===== config.mk =====
export PLATFORM = sky130hd
export DESIGN_NAME = game_status
export DESIGN_NICKNAME = d
export VERILOG_FILES = /design/src/rtl/game_status.sv
export SDC_FILE = /design/constraint.sdc
export NUM_CORES = 1
export LEC_CHECK = 0
export CORE_UTILIZATION = 44
export CTS_CLUSTER_DIAMETER = 100
export DETAILED_ROUTE_END_ITERATION = 6
export PLACE_DENSITY = 0.87
export SYNTH_ARGS = -nofsm -noshare
export SYNTH_HDL_FRONTEND = slang
export SYNTH_SLANG_ARGS = --single-unit

===== constraint.sdc =====
create_clock -name Clk -period 4.54 [get_ports Clk]
set_input_delay 0.681 -clock Clk [delete_from_list [all_inputs] [get_ports Clk]]
set_output_delay 0.681 -clock Clk [all_outputs]
set_load 0.01 [all_outputs]

===== src/rtl/game_status.sv =====
// Player-side game status: blood/score aggregation over all enemies, hit flash, IDLE/PLAY/OVER FSM.
// Optional BOXHEAD_HISCORE_EN adds a High_Score register updated on every game over.
module game_status #(
  parameter int ENEMY_NUM         = 4,
  parameter int PLAYER_FULL_BLOOD = 100,
  parameter int FLASH_FRAMES      = 8,
  parameter int WIN_SCORE         = 200
) (
  input  logic                    Clk,
  input  logic                    Reset,
  input  logic                    game_frame_clk_rising_edge,
  input  logic                    Start_Key,
  input  logic [8*ENEMY_NUM-1:0]  Enemy_Score_All,
  input  logic [10*ENEMY_NUM-1:0] Enemy_Total_Damage_All,
  output logic [6:0]              Player_Blood,
  output logic [9:0]              Total_Score,
  output logic [1:0]              Game_State,
  output logic                    Game_Won,
  output logic                    Player_Hit_Flash,
  output logic                    Game_Reset
`ifdef BOXHEAD_HISCORE_EN
  ,
  output logic [9:0]              High_Score
`endif
);

  localparam int FW = $clog2(FLASH_FRAMES + 1);

  typedef enum logic [1:0] {IDLE = 2'd0, PLAY = 2'd1, OVER = 2'd2} state_t;

  state_t        state, state_nxt;
  logic [FW-1:0] flash_cnt, flash_nxt, flash_dec;
  logic          armed, armed_nxt;
  logic [6:0]    blood_nxt, blood_new;
  logic [9:0]    score_nxt, score_sum;
  logic [11:0]   dmg_sum;
  logic          won_nxt, grst_nxt;

  always_comb begin
    score_sum = '0;
    dmg_sum   = '0;
    for (int i = 0; i < ENEMY_NUM; i++) begin
      score_sum = score_sum + 10'(Enemy_Score_All[8*i +: 8]);
      dmg_sum   = dmg_sum + 12'(Enemy_Total_Damage_All[10*i +: 10]);
    end
  end

  assign blood_new = (dmg_sum >= 12'(PLAYER_FULL_BLOOD)) ? 7'd0
                     : 7'(12'(PLAYER_FULL_BLOOD) - dmg_sum);
  assign flash_dec = (flash_cnt != '0) ? flash_cnt - 1'b1 : flash_cnt;

  always_comb begin
    state_nxt = state;
    blood_nxt = Player_Blood;
    score_nxt = Total_Score;
    won_nxt   = Game_Won;
    flash_nxt = flash_cnt;
    armed_nxt = armed;
    grst_nxt  = 1'b0;
    if (game_frame_clk_rising_edge) begin
      case (state)
        IDLE: begin
          if (Start_Key) begin
            state_nxt = PLAY;
            grst_nxt  = 1'b1;
            blood_nxt = 7'(PLAYER_FULL_BLOOD);
            score_nxt = '0;
            flash_nxt = '0;
            won_nxt   = 1'b0;
          end
        end
        PLAY: begin
          blood_nxt = blood_new;
          score_nxt = score_sum;
          flash_nxt = (blood_new < Player_Blood) ? FW'(FLASH_FRAMES) : flash_dec;
          // Death outranks a win reached in the same frame.
          if (blood_new == 7'd0) begin
            state_nxt = OVER;
            won_nxt   = 1'b0;
            armed_nxt = 1'b0;
          end else if (score_sum >= 10'(WIN_SCORE)) begin
            state_nxt = OVER;
            won_nxt   = 1'b1;
            armed_nxt = 1'b0;
          end
        end
        OVER: begin
          flash_nxt = flash_dec;
          // Key must be seen released for a frame so a held key cannot restart.
          if (Start_Key && armed) begin
            state_nxt = PLAY;
            grst_nxt  = 1'b1;
            blood_nxt = 7'(PLAYER_FULL_BLOOD);
            score_nxt = '0;
            flash_nxt = '0;
            won_nxt   = 1'b0;
          end else if (!Start_Key) begin
            armed_nxt = 1'b1;
          end
        end
        default: state_nxt = IDLE;
      endcase
    end
  end

  always_ff @(posedge Clk) begin
    if (Reset) begin
      state        <= IDLE;
      Player_Blood <= 7'(PLAYER_FULL_BLOOD);
      Total_Score  <= '0;
      Game_Won     <= 1'b0;
      flash_cnt    <= '0;
      armed        <= 1'b0;
      Game_Reset   <= 1'b0;
    end else begin
      state        <= state_nxt;
      Player_Blood <= blood_nxt;
      Total_Score  <= score_nxt;
      Game_Won     <= won_nxt;
      flash_cnt    <= flash_nxt;
      armed        <= armed_nxt;
      Game_Reset   <= grst_nxt;
    end
  end

  assign Game_State       = state;
  assign Player_Hit_Flash = (flash_cnt != '0);

`ifdef BOXHEAD_HISCORE_EN
  logic hs_load;
  assign hs_load = game_frame_clk_rising_edge && (state == PLAY) && (state_nxt == OVER);

  // Survives Game_Reset; only the system reset clears it.
  always_ff @(posedge Clk) begin
    if (Reset)
      High_Score <= '0;
    else if (hs_load && (score_sum > High_Score))
      High_Score <= score_sum;
  end
`endif

endmodule


==> metrics, run 1 <==
status=finished with violations; failing checks=setup timing; Internal Power=1.049 mW; Power Density=360.6 nW/um2; # H-tree levels=1; Overflow after GRT=0; post-synthesis cell type count=60; worst path arrival time=5.11 ns; Peak VDD IR=0.1723 mV; Synth warnings=0; share of layout cells above drive strength 1=24.30%; total negative slack=-1.626 ns; initial antenna violation count=0; final cell count without fillers=634; Post-Synthesis Cell Area=3278 um2; clock root buffer=clkbuf_8; DRT iter0 DRCs=181; Lkg Pwr=2.212 nW; multi-input logic area=2739 um2; # DRC=0; clock share of power=8.2%; clk slew on worst S/H paths=0.09 ns; # port buffers=97; Max FO, Critical Path=6; Yosys reg bits=26; ys flop type=dfxtp_1; min-delay worst type=reg -> reg; routed vias/inst=5.352; combinational share of power=78.4%; cts hold-fix bufs=0; Setup crit end kind=flop; diode count=0; worst endpoint required time=4.71 ns; antenna viol nets, final=0; RSZ-0062 raised after global routing=yes; clock skew=0.006753 ns; die span in x=88.32 um; EDFF count, synth=0; TritonRoute pass-1 iters=4; CTS Buffer Depth=2; routability congestion estimate=0.8863; fill cell total of the finished layout=540; Setup Viol. Count Final=6; placed cells=613; Synth async-reset ratio=0%; max-cap viol count=0; Post-Syn Instances=385; Slew Viols, Final=0; vias=3393; Max-slew headroom=31.03%; Final period util=108.8%; slew at the pin closest to its max-slew limit=1.020 ns; WL/cell=14.51 um; vias in the first global route=3432; DP Area=4688 um2; switching power=0.7997 mW; clk_lat worst skew=0.27 ns; core area=7214 um2; I/O pin total=98; Sequential cell area=520.5 um2; Die Y=88.32 um; P&R area growth vs syn=56.37%; dpl hpwl=6779 um; first-pass GRT wire length=14480 um; Avg Inst Size Synth=8.515 um2; # rows=31; Setup CP Type=in -> reg; Final Instance Area=5126 um2; Worst Slack Setup Final=-0.3989 ns; CTS tree=built; Starting Density=45.44%; CP startpoint kind=input port; register area share after synthesis=15.88%; worst hold slack=0.4645 ns; CTS Buf Count=3; sequential power share=13.4%; Final Hold Vio Count=0; Post-Synthesis Net Count=529; Overall Global Routing Usage=23.35%; Final Net Count=680; fmax=202.5 MHz; Sw Share=43.26%; total wire length=9198 um; largest net degree at the start of global routing=27; die area=7800 um2; post-route minimum period=4.939 ns; clk sinks=26
[area by class of cell]
cell class	instances	share of cell area [%]
multi-input cells	278	53.43
repair buffers	155	27.51
flip-flops and latches	26	10.15
inverters	72	5.419
well taps	99	2.416
clock buffers	4	1.074
[power groups by stage]
stage,Clock (mW),Combinational (mW),Sequential (mW)
floorplan,0,0.779,0.255
global placement,0,1.21,0.252
detailed placement,0,1.25,0.252
CTS,0.153,1.37,0.247
global route,0.164,1.58,0.249
finish,0.152,1.45,0.248
[worst max-delay path, stage by stage]
cell      delay, ns
buf_6          0.07
inv_2          0.03
fa_1           0.49
fa_1           0.51
inv_2          0.04
ha_4           0.16
fa_2           0.40
a211o_1        0.36
a211oi_2       0.28
nor3_2         0.08
nor4b_2        0.25
nand4_1        0.14
buf_6          0.18
nor2_4         0.10
ha_4           0.21
a21oi_2        0.14
nor2b_1        0.06
o21ai_1        0.17
o211ai_1       0.11
buf_4          0.16
buf_6          0.11
a41oi_4        0.22
o22ai_2        0.12
[Yosys cell counts (2+ instances only)]
library cell / instances / share of area, %
o21a_1: 5 / 1.1
inv_1: 71 / 8.1
a221oi_1: 2 / 0.53
a22oi_1: 6 / 1.4
o21ai_1: 2 / 0.31
a21oi_1: 25 / 3.8
nor2b_1: 2 / 0.38
a211oi_2: 2 / 0.76
a211oi_1: 6 / 1.4
nand4bb_1: 2 / 0.69
clkbuf_1: 8 / 0.92
xnor2_1: 5 / 1.3
a21o_1: 5 / 1.1
nor4b_1: 2 / 0.53
o22ai_1: 6 / 1.1
nand2b_1: 4 / 0.76
nand3b_1: 2 / 0.46
nand2_1: 17 / 1.9
nor4_1: 3 / 0.57
o211ai_1: 4 / 0.92
o31ai_1: 2 / 0.46
nand3_1: 11 / 1.7
o21ai_0: 14 / 2.1
nand4_1: 4 / 0.76
ha_1: 32 / 12
dfxtp_1: 26 / 16
xor2_1: 4 / 1.1
fa_1: 36 / 22
nor3_1: 12 / 1.8
and2_1: 3 / 0.57
nor2_1: 33 / 3.8
[stage by stage]
stage | setup slack [ns] | util (%) | total power [mW]
final | -0.3989 | 71.05 | 1.849
after floorplan | -0.2297 | - | 1.034
after global placement | -0.9512 | 64.98 | 1.459
after global routing | -0.5465 | 71.05 | 1.997
after detailed placement | -1.092 | 64.98 | 1.501
after CTS | -0.2424 | 68.92 | 1.769
[metal layers]
metal | wire length, um | share of wire (%) | GRT usage (%)
met1 | 3560 | 39 | 25.58
met2 | 4936 | 54 | 46.64
met3 | 499 | 5.4 | 3.265
met4 | 201 | 2.2 | 5.718
met5 | 0 | 0 | 0
[cell families (layout without fill, tap and decap cells)]
kind of cell    count (synthesis)  count (layout)  synth area share, %
simple gates                  102             102                16.11
buf+inv                        81             231                9.504
fa+ha+maj                      68              68                34.20
compound gates                 97              97                20.92
xor+xnor                       10              10                3.091
flops                          26              26                15.88
mux                             1               1               0.3054
[placed cells by master, fill, tap and decap left out, types with 8 or more instances in the layout]
cell type and n:
a21oi_1 22, buf_4 53, clkdlybuf4s50_1 67, dfxtp_1 26, dlygate4sd2_1 25, fa_1 30, ha_1 20, ha_4 8
inv_1 60, inv_2 10, nand2_1 17, nand3_1 11, nor2_1 26, nor3_1 10, o21ai_0 11
[flip-flops by register name (all words and copies together) (netlist names)]
name	cells
Game_Reset	1
Game_State	2
Game_Won	1
Player_Blood	7
Total_Score	10
armed	1
flash_cnt	4
[path summary, 6_finish.rpt]
kind              cells after the start  slack (ns)                        from             end
setup reg to reg                      6        2.05               Game_State[1]   Game_State[0]
hold reg to reg                       2        0.46              Total_Score[9]  Total_Score[9]
setup / recovery                     23       -0.40  Enemy_Total_Damage_All[11]    flash_cnt[0]
hold / removal                        2        0.46              Total_Score[9]  Total_Score[9]
[timing repair]
item,CTS,global route
buffers inserted,14,3
setup endpoints to repair,12,6
resized for setup,78,22
gates cloned,0,0
pin swaps,54,24
Note: power is estimated with default switching activity, not from simulation.
==> run 2: changes to the inputs <==
--- a/config.mk
+++ b/config.mk
@@ -5,6 +5,7 @@
 export SDC_FILE = /design/constraint.sdc
 export NUM_CORES = 1
 export LEC_CHECK = 0
+export ABC_AREA = 1
 export CORE_UTILIZATION = 44
 export CTS_CLUSTER_DIAMETER = 100
 export DETAILED_ROUTE_END_ITERATION = 6
==> constraint.sdc (replaced) <==
create_clock -name Clk -period 4.54 [get_ports Clk]
set_input_delay 0.681 -clock Clk [delete_from_list [all_inputs] [get_ports Clk]]
set_output_delay 0.681 -clock Clk [all_outputs]
set_load 0.1 [all_outputs]
==> run 2 against run 1 <==
The run still ends with setup timing left. Sequential power is 2% lower. Fmax is 8.7% higher. Clock-buffer cell count is 1 lower. Via count is 3.3% higher. Non-clock buffer count is 21 lower. Largest cell class unchanged.
==> metrics, run 2 <==
Buffers & Inverters on Critical Path=6; most frequent cells in the layout=inv_1 (98), clkdlybuf4s50_1 (91), nand2_1 (86); commonest non-fill, non-tap cell in the layout=inv_1; CTS Buffer Depth=2; worst endpoint required time=4.67 ns; Final Hold Vio Count=0; delay-heaviest family, CP=simple AND/OR/NAND/NOR gates; Max-slew headroom=31.69%; diode count=0; Overall Global Routing Usage=21.62%; cts hold-fix bufs=0; Final Instance Area=5137 um2; max-cap viol count=0; Overflow after GRT=0; worst path arrival time=4.67 ns; Die Y=89.01 um; switching power=0.9392 mW; Final period util=100.1%; final cell count without fillers=686; WL/cell=14.12 um; CP startpoint kind=input port; Max FO, Critical Path=5; Setup Viol. Count Final=1; total negative slack=-0.004361 ns; highest layer used for signal routing=met4; # DRC=0; # rows=31; antenna viol nets, final=0; Starting Density=45.68%; placed cells=668; die area=7922 um2; Tot Pwr=1.966 mW; critical path's largest stage delay=0.51 ns; clock share of power=9.9%; Avg Inst Size Synth=7.336 um2; sequential power share=12.4%; min-delay worst type=reg -> reg; clk_lat worst skew=0.28 ns; vias=3506; DRT iter0 DRCs=236; status=finished with violations; share of layout cells above drive strength 1=19.93%; dpl hpwl=6559 um; first-pass GRT wire length=13720 um; Yosys reg bits=26; Power Density=382.7 nW/um2; clock root buffer=clkbuf_8; # H-tree levels=1; DP Area=4568 um2; core area=7292 um2; cell with the most instances after synthesis=inv_1; clk slew on worst S/H paths=0.09 ns; Internal Power=1.027 mW; TritonRoute pass-1 iters=5; post-synthesis cell type count=35; register area share after synthesis=15.63%; Post-Synthesis Net Count=598; WL met2=5228 um; post-route minimum period=4.544 ns; clock skew=0.003504 ns; vias in the first global route=3386; RSZ-0062 raised after global routing=yes; Final Net Count=732; slew at the pin closest to its max-slew limit=1.021 ns; routed vias/inst=5.111; critical path's slowest cell=fa_1; die span in x=89.01 um; P&R area growth vs syn=54.25%; synth cell count leaders=inv_1 (104), nand2_1 (94), fa_1 (36); Synth warnings=0; Synth async-reset ratio=0%; max reg flops=10; fmax=220.1 MHz; Slew Viols, Final=0; ys flop type=dfxtp_1; post-synth top area share=21.64%; Most common cell on crit path=nand2_1; biggest regs=Total_Score: 10 flops, Player_Blood: 7 flops, flash_cnt: 4 flops; largest net degree at the start of global routing=25; Sw Share=47.76%; Post-Synthesis Cell Area=3331 um2; routability congestion estimate=0.8570; CTS Buf Count=3; Worst Slack Setup Final=-0.004361 ns; worst hold slack=0.4775 ns; met1 WL=3622 um; failing checks=setup timing; Yosys top cell by area=fa_1; metal3 WL=512 um; EDFF count, synth=0; clk sinks=26; CTS tree=built; Reg with most FFs=Total_Score; largest cells by area after synthesis=fa_1 (22%), dfxtp_1 (16%), ha_1 (12%), inv_1 (12%), nand2_1 (11%); Peak VDD IR=0.1567 mV; Post-Syn Instances=454; total wire length=9686 um; # port buffers=97; Lkg Pwr=2.410 nW; Setup CP Type=in -> reg; I/O pin total=98; initial antenna violation count=0; combinational share of power=77.7%; Setup crit end kind=flop
## run 2: changes by cell type after synthesis, moves of 8 or more
cell | previous run | this run
a21oi_1 | 25 | 34
inv_1 | 71 | 104
nand2_1 | 17 | 94
nand2_2 | 0 | 8
nand3_1 | 11 | 23
o21ai_0 | 14 | 6
## run 2: timing repair
item | in CTS | in global routing
resized for setup | 21 | 57
setup buffers | 7 | 7
setup endpoints to repair | 4 | 8
pin swaps | 20 | 39
## run 2: final cells by class
cell class | count | area [um2]
fill | 549 | 2155
tap | 99 | 123.9
clock buffer | 3 | 41.29
clock inverter | 1 | 30.03
timing repair buffer | 134 | 1287
sequential | 26 | 520.5
inverter | 105 | 394.1
multi-input combinational | 318 | 2740
## run 2: per-layer routing
| layer | up-vias | track usage (%) |
|---|---|---|
| met5 | - | 0 |
| met4 | 0 | 7.071 |
| met3 | 39 | 3.416 |
| met2 | 138 | 41.61 |
| met1 | 1665 | 24.25 |
| li1 | 1664 | - |
## run 2: path summary, 6_finish.rpt
kind | from | to | slack [ns] | depth (start not counted)
max reg2reg | Game_State[0] | Total_Score[3] | 1.65 | 8
max | Enemy_Total_Damage_All[2] | flash_cnt[2] | -0.004 | 29
min | Total_Score[8] | Total_Score[8] | 0.48 | 2
min reg2reg | Total_Score[8] | Total_Score[8] | 0.48 | 2
## run 2: power groups by stage
| stage | clock network [mW] | registers (mW) | logic, mW |
|---|---|---|---|
| floorplan | 0 | 0.311 | 0.698 |
| global placement | 0 | 0.248 | 1.07 |
| detailed placement | 0 | 0.248 | 1.11 |
| CTS | 0.195 | 0.243 | 1.22 |
| global route | 0.204 | 0.244 | 1.66 |
| finish | 0.195 | 0.243 | 1.53 |
## run 2: cell families after synthesis
group	count (synthesis)	share of synthesized area [%]
and+or+nand+nor	177	23.89
buffers and inverters	110	12.73
DFF	26	15.63
AOI/OAI and AO/OA	61	10.71
xor gates and xnor gates	12	3.381
adders and majority gates	68	33.66
## run 2: per-stage QoR
step	utilization, %	worst slack [ns]
2_1_floorplan	-	0.3019
3_3_place_gp	62.65	-0.3128
3_5_place_dp	62.65	-0.4449
4_1_cts	65.80	0.003807
5_1_grt	70.45	-0.1302
6_report	70.45	-0.004361
## run 2: worst min-delay path: cells and delay by family (launching register included)
family / cells / cell delay [ns]
DFF: 1 / 0.32
AOI/OAI and AO/OA: 1 / 0.06
and+or+nand+nor: 1 / 0.06
==> run 3: changes to the inputs <==
--- a/config.mk
+++ b/config.mk
@@ -6,6 +6,7 @@
 export NUM_CORES = 1
 export LEC_CHECK = 0
 export ABC_AREA = 1
+export CORE_MARGIN = 5
 export CORE_UTILIZATION = 44
 export CTS_CLUSTER_DIAMETER = 100
 export DETAILED_ROUTE_END_ITERATION = 6
==> run 3 against run 2 <==
Non-clock buffer count shrank 2. The run now ends clean. Fmax grew 0.29%. Clock skew about the same. Sequential power about the same. Clock power fell by 22%. Final cell count decreased by 0.29%.
==> metrics, run 3 (synthesis results as in run 2) <==
clk slew on worst S/H paths=0.09 ns; Hold Startpoint=Total_Score[2]; CTS tree=built; vias=3528; # rows=31; CTS Buffer Depth=2; share of layout cells above drive strength 1=25.64%; clk sinks=26; DRT iter0 DRCs=187; post-route minimum period=4.531 ns; most frequent cells in the layout=inv_1 (86), clkdlybuf4s50_1 (86), nand2_1 (73); Setup crit end kind=flop; routability congestion estimate=0.8146; Slew Viols, Final=0; Most common cell on crit path=nand2_2; die area=9410 um2; P&R area growth vs syn=56.61%; Max-slew headroom=31.18%; total wire length=10430 um; slew at the pin closest to its max-slew limit=1.029 ns; WL/cell=15.25 um; Final Net Count=730; max-cap viol count=0; worst hold slack=0.4723 ns; # H-tree levels=1; critical path's slowest cell=fa_1; worst path arrival time=4.65 ns; Lkg Pwr=2.434 nW; vias in the first global route=3428; clock root buffer=clkbuf_8; RR Startpoint=Game_State[0]; fill cell total of the finished layout=476; die span in x=97.01 um; Die Y=97.01 um; min-delay worst type=reg -> reg; CP startpoint kind=input port; # port buffers=97; TritonRoute pass-1 iters=7; fmax=220.7 MHz; Setup CP Type=in -> reg; Overall Global Routing Usage=18.20%; Critical Path Start=Enemy_Total_Damage_All[24]; status=completed; total negative slack=0 ns; Power Density=379.8 nW/um2; worst endpoint required time=4.66 ns; clock skew=0.003065 ns; largest net degree at the start of global routing=25; Peak VDD IR=0.1923 mV; Reg with most FFs=Total_Score; routed vias/inst=5.158; I/O pin total=98; clk_lat worst skew=0.27 ns; dpl hpwl=7050 um; Setup Viol. Count Final=0; Final Hold Vio Count=0; critical path's largest stage delay=0.52 ns; # DRC=0; Max FO, Critical Path=5; CTS Buf Count=3; first-pass GRT wire length=14840 um; Overflow after GRT=0; antenna viol nets, final=0; biggest regs=Total_Score: 10 flops, Player_Blood: 7 flops, flash_cnt: 4 flops; core area=7331 um2; diode count=0; Starting Density=45.43%; initial antenna violation count=0; Final period util=99.81%; max reg flops=10
-- run 3: changes by cell type in the layout (fill, tap and decap cells not counted), moves of 3 or more --
cell / change
clkdlybuf4s50_1: -5
nand3_1: -4
dlymetal6s2s_1: +5
nand2_4: +3
nand2_1: -13
nand2_2: +10
nand3_2: +3
nor2_1: -3
nor2_2: +4
inv_1: -12
inv_2: +12
-- run 3: per-layer routing --
layer  GRT usage, %  share of wire (%)  vias up
met2          35.03                 56      142
met3          2.662                4.0       42
met1          20.04                 37     1684
met5              0                  0        -
li1               -                  -     1660
met4          6.371                3.2        0
-- run 3: area by class of cell --
class | instances | area (um2) | area share, %
clock buffers | 4 | 55.05 | 1.055
repair buffers | 132 | 1276 | 24.47
inverters | 105 | 394.1 | 7.556
flip-flops and latches | 26 | 520.5 | 9.978
well taps | 99 | 123.9 | 2.375
multi-input cells | 318 | 2846 | 54.57
-- run 3: through the flow --
step	cells	instance area [um2]	total power, mW	setup WS (ns)	util [%]
floorplan	454	3331	1.010	0.3019	-
global route	684	5216	2.115	-0.1095	71.16
detailed placement	668	4568	1.359	-0.5436	62.31
finish	684	5216	1.981	0.008781	71.16
CTS	677	4830	1.653	0.007441	65.88
global placement	668	4568	1.315	-0.3159	62.31
-- run 3: timing repair --
action	in CTS	in global routing
hold buffers	0	0
gates resized for setup	33	90
setup buffers	5	7
pin swaps	30	61
endpoints found under the setup margin	4	8
-- run 3: path summary, 6_finish.rpt --
path                     endpoint  slack (ns)  cells past startpoint
hold / removal     Total_Score[2]        0.47                      2
setup / recovery     flash_cnt[1]       0.009                     26
setup reg to reg  Player_Blood[0]        1.66                      8
hold reg to reg    Total_Score[2]        0.47                      2
-- run 3: worst max-delay path: cells and delay by family --
family,cells,cell delay (ns)
adder cells (fa/ha/maj),4,1.63
AO/OA/AOI/OAI,1,0.06
buffers and inverters,5,0.81
AND/OR/NAND/NOR,16,1.47
-- run 3: power breakdown --
group	switching (mW)	total (mW)	internal (mW)
registers	0.00591	0.243	0.237
logic	0.900	1.59	0.686
clock network	0.0750	0.153	0.0776
total	0.980	1.98	1.00
